**src/rtl/equiv_sweep_ctrl_pkg.sv**
```systemverilog
// Shared definitions for the equivalence sweep controller: the FSM state encoding
// and the vector-count derivation.
package equiv_sweep_ctrl_pkg;

    typedef enum logic [2:0] {
        ST_IDLE   = 3'd0,
        ST_APPLY  = 3'd1,
        ST_SETTLE = 3'd2,
        ST_CHECK  = 3'd3,
        ST_DONE   = 3'd4
    } state_t;

    function automatic int calc_nvec(input int n_in);
        return 32'sd1 <<< n_in;
    endfunction

endpackage

```
**src/rtl/sweep_settle_timer.sv**
```systemverilog
// Loadable down-counter that times the settle interval between applying a
// vector and sampling the implementations.
module sweep_settle_timer #(
    parameter  int CNT_INIT = 1,
    localparam int CW       = $clog2(CNT_INIT + 2)
) (
    input  logic clk,
    input  logic reset,
    input  logic load,
    output logic expired
);

    logic [CW-1:0] r_cnt;

    // Down-counter: load the settle length, then count towards zero
    always_ff @(posedge clk) begin
        if (reset) begin
            r_cnt <= '0;
        end else if (load) begin
            r_cnt <= CW'(CNT_INIT);
        end else if (r_cnt != '0) begin
            r_cnt <= r_cnt - CW'(1);
        end else begin
            r_cnt <= r_cnt;
        end
    end

    // The counter holds the remaining cycles including the current one,
    // so a value of 1 marks the last settle cycle.
    assign expired = (r_cnt <= CW'(1));

endmodule

```
**src/rtl/equiv_sweep_ctrl.sv**
```systemverilog
// Sweeps every input vector through three implementations of one boolean
// function, counts disagreements, records the first failure and captures tt_c.
module equiv_sweep_ctrl
    import equiv_sweep_ctrl_pkg::*;
#(
    parameter  int N_IN   = 2,
    parameter  int SETTLE = 1,
    localparam int NVEC   = calc_nvec(N_IN)
) (
    input  logic            clk,
    input  logic            reset,
    input  logic            start,
    output logic [N_IN-1:0] x,
    input  logic            dut_a,
    input  logic            dut_b,
    input  logic            dut_c,
    output logic            busy,
    output logic            done,
    output logic            pass,
    output logic [N_IN:0]   err_count,
    output logic            fail_valid,
    output logic [N_IN-1:0] first_fail,
    output logic [NVEC-1:0] tt_c
);

    state_t          r_state;
    state_t          w_next_state;
    logic [N_IN-1:0] r_vec;
    logic [N_IN-1:0] r_x;
    logic [N_IN-1:0] r_first_fail;
    logic [N_IN:0]   r_err_count;
    logic [N_IN:0]   w_err_next;
    logic [NVEC-1:0] r_tt_c;
    logic            r_busy;
    logic            r_done;
    logic            r_pass;
    logic            r_fail_valid;
    logic            w_sweep_start;
    logic            w_timer_load;
    logic            w_timer_expired;
    logic            w_mismatch;
    logic            w_last_vec;

    sweep_settle_timer #(
        .CNT_INIT (SETTLE)
    ) u_settle_timer (
        .clk     (clk),
        .reset   (reset),
        .load    (w_timer_load),
        .expired (w_timer_expired)
    );

    // FSM state register
    always_ff @(posedge clk) begin
        if (reset) begin
            r_state <= ST_IDLE;
        end else begin
            r_state <= w_next_state;
        end
    end

    // Next-state logic
    always_comb begin
        w_next_state = r_state;
        case (r_state)
            ST_IDLE, ST_DONE: begin
                if (start) begin
                    w_next_state = ST_APPLY;
                end else begin
                    w_next_state = r_state;
                end
            end
            ST_APPLY: begin
                if (SETTLE > 0) begin
                    w_next_state = ST_SETTLE;
                end else begin
                    w_next_state = ST_CHECK;
                end
            end
            ST_SETTLE: begin
                if (w_timer_expired) begin
                    w_next_state = ST_CHECK;
                end else begin
                    w_next_state = ST_SETTLE;
                end
            end
            ST_CHECK: begin
                if (w_last_vec) begin
                    w_next_state = ST_DONE;
                end else begin
                    w_next_state = ST_APPLY;
                end
            end
            default: w_next_state = ST_IDLE;
        endcase
    end

    // Per-state control and compare decode
    always_comb begin
        w_sweep_start = ((r_state == ST_IDLE) || (r_state == ST_DONE)) && start;
        w_timer_load  = (r_state == ST_APPLY);
        w_mismatch    = !((dut_a == dut_b) && (dut_b == dut_c));
        w_last_vec    = (r_vec == N_IN'(NVEC - 1));
        w_err_next    = r_err_count + {{N_IN{1'b0}}, w_mismatch};
    end

    // Vector counter, drive register and sweep result registers
    always_ff @(posedge clk) begin
        if (reset) begin
            r_vec        <= '0;
            r_x          <= '0;
            r_busy       <= 1'b0;
            r_done       <= 1'b0;
            r_pass       <= 1'b0;
            r_err_count  <= '0;
            r_fail_valid <= 1'b0;
            r_first_fail <= '0;
            r_tt_c       <= '0;
        end else begin
            r_busy <= (w_next_state == ST_APPLY) || (w_next_state == ST_SETTLE) ||
                      (w_next_state == ST_CHECK);
            r_done <= (w_next_state == ST_DONE);
            if (w_sweep_start) begin
                r_vec        <= '0;
                r_pass       <= 1'b0;
                r_err_count  <= '0;
                r_fail_valid <= 1'b0;
                r_first_fail <= '0;
                r_tt_c       <= '0;
            end else if (r_state == ST_APPLY) begin
                r_x <= r_vec;
            end else if (r_state == ST_CHECK) begin
                r_tt_c[r_vec] <= dut_c;
                r_err_count   <= w_err_next;
                if (w_mismatch && !r_fail_valid) begin
                    r_fail_valid <= 1'b1;
                    r_first_fail <= r_vec;
                end
                // pass reflects the count including this final compare
                if (w_last_vec) begin
                    r_pass <= (w_err_next == '0);
                end else begin
                    r_vec <= r_vec + N_IN'(1);
                end
            end
        end
    end

    assign x          = r_x;
    assign busy       = r_busy;
    assign done       = r_done;
    assign pass       = r_pass;
    assign err_count  = r_err_count;
    assign fail_valid = r_fail_valid;
    assign first_fail = r_first_fail;
    assign tt_c       = r_tt_c;

endmodule
```
**config.mk**
```make
export PLATFORM = sky130hd
export DESIGN_NAME = equiv_sweep_ctrl
export DESIGN_NICKNAME = d
export VERILOG_FILES = /design/src/rtl/equiv_sweep_ctrl_pkg.sv /design/src/rtl/sweep_settle_timer.sv /design/src/rtl/equiv_sweep_ctrl.sv
export SDC_FILE = /design/constraint.sdc
export NUM_CORES = 1
export LEC_CHECK = 0
export CORE_ASPECT_RATIO = 0.5
export CORE_MARGIN = 1.5
export CORE_UTILIZATION = 40
export DETAILED_ROUTE_END_ITERATION = 12
export HOLD_SLACK_MARGIN = 0.06
export PLACE_DENSITY_LB_ADDON = 0.1
export RECOVER_POWER = 100
export SYNTH_ARGS = -nofsm -noshare
export SYNTH_HDL_FRONTEND = slang
export SYNTH_SLANG_ARGS = --single-unit
```
**constraint.sdc**
```tcl
create_clock -name clk -period 2.5 [get_ports clk]
set_input_delay 0.375 -clock clk [delete_from_list [all_inputs] [get_ports clk]]
set_output_delay 0.375 -clock clk [all_outputs]
set_load 0.03 [all_outputs]
```
# Word-level counts from Yosys, hierarchy flattened

Index checks and enable logic that the tools add are counted.

Add/subtract/negate cells: 3
$lt $le $gt $ge: 3
Equal/unequal tests: 11
Mux-type cells: 9
Bitwise gates (word level): 3
Reductions and logical operators: 21

Operators with widths:

| operator                                                                      | number |
|---|---|
| 3-bit by 2-bit == test with 1-bit output (second input constant)              | 4 |
| 3-bit case mux with 4 select lines                                            | 1 |
| 3-bit AND reduction                                                           | 3 |
| 3-bit by 1-bit == test with 1-bit output (second input constant)              | 2 |
| 3-bit == test (second input constant)                                         | 2 |
| 3-bit zero test                                                               | 2 |
| 3-bit 2-to-1 mux                                                              | 2 |
| 2-bit OR reduction                                                            | 3 |
| 4-bit bitwise mux                                                             | 1 |
| 1-bit logical AND                                                             | 4 |
| 1-bit 2-to-1 mux                                                              | 4 |
| 2-bit AND reduction                                                           | 2 |
| 2-bit nonzero test                                                            | 2 |
| 3-bit by 1-bit adder with 3-bit output                                        | 1 |
| 1-bit logical OR                                                              | 3 |
| 2-bit by 3-bit less-than comparator with 1-bit output (second input constant) | 1 |
| 1-bit NOT                                                                     | 3 |
| 2-bit by 1-bit adder with 2-bit output (second input constant)                | 1 |
| 1-bit demux with 2-bit select                                                 | 1 |
| 1-bit == test                                                                 | 2 |
| 2-bit == test (second input constant)                                         | 1 |
| 2-bit by 1-bit >= comparator with 1-bit output (second input constant)        | 1 |
| 2-bit by 1-bit <= comparator with 1-bit output (second input constant)        | 1 |
| 1-bit zero test                                                               | 2 |
| 2-bit by 1-bit subtractor with 2-bit output (second input constant)           | 1 |

Flip-flop bits (word level): 22
Output and inout port bits: 15
Logic and storage cells: 62

# Depth between registers and ports, before layout

Depth in word-level cells: 6
Gate-level depth with buffers: 7
Depth with buffers taken out: 7

# Hierarchy

From an unflattened synthesis, not the netlist that was laid out.

Cell total of the unflattened synthesis: 110
Area, all modules: 1074.8 µm²

By module, submodules not included:

| module             | instances | cells an instance | area an instance (µm²) | sequential area each (µm²) |
|---|---|---|---|---|
| equiv_sweep_ctrl   | 1         | 98                | 957.2                  | 400.4 |
| sweep_settle_timer | 1         | 12                | 117.6                  | 40.0 |

# Worst setup path before layout

Ideal clock, no wire load.

Kind: input port to flip-flop
Start point: in dut_c
End point: reg r_pass (netlist: pass)
Setup time: 70 ps
Arrival: 1802 ps
Slack: 628 ps
Stages on the path: 6
Path through: nor3_1 > nor2_1 > ha_1 > ha_1 > or4_1 > a21oi_1

Word-level cells in the longest chain between the ends: 5

RTL lines:

| element                                | line                    | text |
|---|---|---|
| start: declaration                     | equiv_sweep_ctrl.sv:16  | `input logic dut_c,` |
| 1-bit == test                          | equiv_sweep_ctrl.sv:102 | `w_mismatch = !((dut_a == dut_b) && (dut_b == dut_c));` |
| 1-bit logical AND                      | equiv_sweep_ctrl.sv:102 |  |
| 1-bit zero test                        | equiv_sweep_ctrl.sv:102 |  |
| 3-bit by 1-bit adder with 3-bit output | equiv_sweep_ctrl.sv:104 | `w_err_next = r_err_count + {{N_IN{1'b0}}, w_mismatch};` |
| via w_err_next[1]                      | equiv_sweep_ctrl.sv:32  | `logic [N_IN:0] w_err_next;` |
| 3-bit zero test                        | equiv_sweep_ctrl.sv:141 | `r_pass <= (w_err_next == '0);` |
| end signal: assignment                 | equiv_sweep_ctrl.sv:141 |  |
| end: declaration                       | equiv_sweep_ctrl.sv:36  | `logic r_pass;` |

The timed path passes the listed nets, and every way through them passes these cells.
A chain may end at the register's enable or synchronous reset.

# Final worst setup path

Ends and elaborated chain as after synthesis.

==> metrics.txt <==
register area share after synthesis=0.416; Top delay family on crit path=simple AND/OR/NAND/NOR gates; Core Box Area=2360 um^2; pre-CTS setup slack=0.137 ns; DRC violations left=0; Synth top area share=0.416; total global-route track usage=0.161; #FFs+latches synth=22; most frequent cells after synthesis=dfxtp_1, nor2_1, mux2i_1, a21oi_1, ha_1; ANT nets after route=0; ys async rst share=0; Worst Hold Depth=2; final weighted congestion in routability-driven placement=0.760; Top FF cell, synth=dfxtp_1; max cap viols=0; Static Leak=approximately 0.58 nW; IR drop worst, VDD=0.346 mV; Flop pwr share=0.451; first drt pass iteration count=4; startpoint types=primary input; Final Critical Period=2.19 ns; Iter 0 DRT Violations=39; mean post-synth cell area=9.63 um^2; # rows=12; initial antenna violation count=0; post-layout total power=0.935 mW; Fillers=233; # resized after CTS=0; first-pass GRT wire length=between 3000 and 4000 um; IO buf count=20; Int Pwr=around 0.68 mW; Worst Hold Class=reg -> reg; relative max-transition margin=0.520; Diodes inserted=0; switching share of power=0.272; Gate power share=0.198; worst path bufs/invs=1; post-synth top area cell=dfxtp_1; largest cells by area after synthesis=dfxtp_1, ha_1, mux2i_1; crit path cell chain=dlygate4sd3_1 > nor3_1 > nor2_1 > ha_1 > ha_1 > or4_1 > a21oi_1; Synthesized Nets=124; Clk pwr share=0.352; DP HPWL=1470 um; final setup violation count=0; Ys Warns=0; Layout Skew=approximately 0.0050 ns; PD cells=693 nW/um^2; Clock Sinks=22; Worst Path Arrival=2.38 ns; clock buffer depth=2; Crit path depth=7; final worst slack=0.308 ns; Num CTS Buffers=3; P&R area growth vs syn=27.4%; most frequent CP cell=ha_1; Distinct cells, synth=28; number of flops mapped to enable cells by yosys=0; area of the die=approximately 3000 um^2; CTS tree=yes; status=completed; Fin. Hold Viols=0; clock root buffer master=clkbuf_8; Crit. End Element=register; cts hold-fix bufs=0; Crit Path Category=in -> reg; dpl cells=roughly 160; vias after detailed routing=slightly above 800; CP max stage cell=dlygate4sd3_1; Ports=21; final wirelength=2010 um; Die Y=between 30 and 40 um; most frequent cell after synthesis=dfxtp_1; unrepaired setup endpoints after global routing=no; Cell Area, Synth=between 1000 and 1500 um^2; Worst Max-Slew Pin Slew=slightly above 0.7 ns; clk slew on worst S/H paths=0.07 ns; R2R cell count=3; final cell count without fillers=166; H-tree depth=1; Hold Slack=0.449 ns; clk_lat worst skew=around 0.26 ns; largest net degree at the start of global routing=15; vias in the first global route=around 740; synthesized netlist cell count=110; slowest stage delay, CP=0.59 ns; final slew viol count=0; GR Overflow Total=0; f_max=0.456 GHz; Final TNS setup=0 ns; postcts setup bufs=0; crit path max fanout=3; Final #Nets=146; Starting Density=0.450; fraction of layout cells with a size suffix above 1=0.0611; Final Cycle Share=0.877; Die X=75.8 um; Switch Pwr=between 0.2 and 0.3 mW; Crit path required time=about 2.7 ns; flop-to-flop setup slack=just under 0.7 ns; routed vias/inst=4.85; routed len/inst=about 12 um
[worst register-to-register path, cell delays in order, from the launching register on]
cell and delay (ns):
dfxtp_1 0.59, nand3b_1 0.29, nor4_1 0.61, mux2i_1 0.25
[area by class of cell]
type,instances,area (um^2),share of cell area
clock buffers,3,41.3,0.0306
clock inverters,1,30.0,0.0222
inverters,7,26.3,0.0195
multi-input cells,75,546,0.404
flip-flops and latches,22,440,0.326
well taps,35,43.8,0.0324
repair buffers,23,223,0.165
[registers in the layout (all words and copies together), names as in the netlist]
name and flops:
done 1, pass 1, busy 1, r_state 3, r_vec 2, fail_valid 1, tt_c 4, err_count 3
x 2, first_fail 2, u_settle_timer.r_cnt 2
[final timing paths]
check                                                  end                   from
worst min-delay path                     pass$_SDFFE_PP0P_      pass$_SDFFE_PP0P_
worst max register to register  first_fail[1]$_SDFFE_PP0P_  r_state[0]$_SDFF_PP0_
worst min register to register           pass$_SDFFE_PP0P_      pass$_SDFFE_PP0P_
worst max-delay path                     pass$_SDFFE_PP0P_                  dut_c
[per-layer routing]
metal | track usage | part of all wire | up-vias
met5 | 0 | 0 | -
met2 | 0.246 | 0.39 | 20
met3 | 0.0694 | 0.062 | 0
li1 | - | - | 423
met4 | 0.0268 | 0 | 0
met1 | 0.212 | 0.54 | 362
[power groups by stage]
stage,logic [mW],clock network [mW],registers (mW)
5_1_grt,0.218,0.357,0.428
6_report,0.185,0.329,0.421
3_5_place_dp,0.192,0,0.433
3_3_place_gp,0.188,0,0.431
4_1_cts,0.193,0.342,0.424
2_1_floorplan,0.165,0,0.416
[metrics by stage]
| step | area (um^2) | utilization |
|---|---|---|
| CTS | 1370 | 0.580 |
| detailed placement | 1300 | 0.550 |
| finish | 1350 | 0.573 |
| floorplan | 1060 | - |
| global route | 1350 | 0.573 |
| global placement | 1300 | 0.550 |
[cell families after synthesis]
logic type	count (synthesis)	share of synthesized area
and+or+nand+nor	41	0.242
DFF	22	0.416
buffers and inverters	13	0.0531
adders and majority gates	8	0.0945
muxes	10	0.0945
xor gates and xnor gates	5	0.0413
AOI/OAI and AO/OA	11	0.0590
[cells in the final DEF (no fill, tap or decap), types with 3 or more instances in the layout]
| cell type | count |
|---|---|
| nand4b_1 | 5 |
| mux2i_1 | 10 |
| nor2_1 | 14 |
| buf_4 | 3 |
| ha_1 | 8 |
| a21oi_1 | 8 |
| nor3_1 | 4 |
| dfxtp_1 | 22 |
| clkbuf_8 | 3 |
| xnor2_1 | 3 |
| inv_1 | 7 |
| nand3b_1 | 5 |
| dlygate4sd3_1 | 18 |
| nand2_1 | 3 |
(Power assumes the default switching activity.)
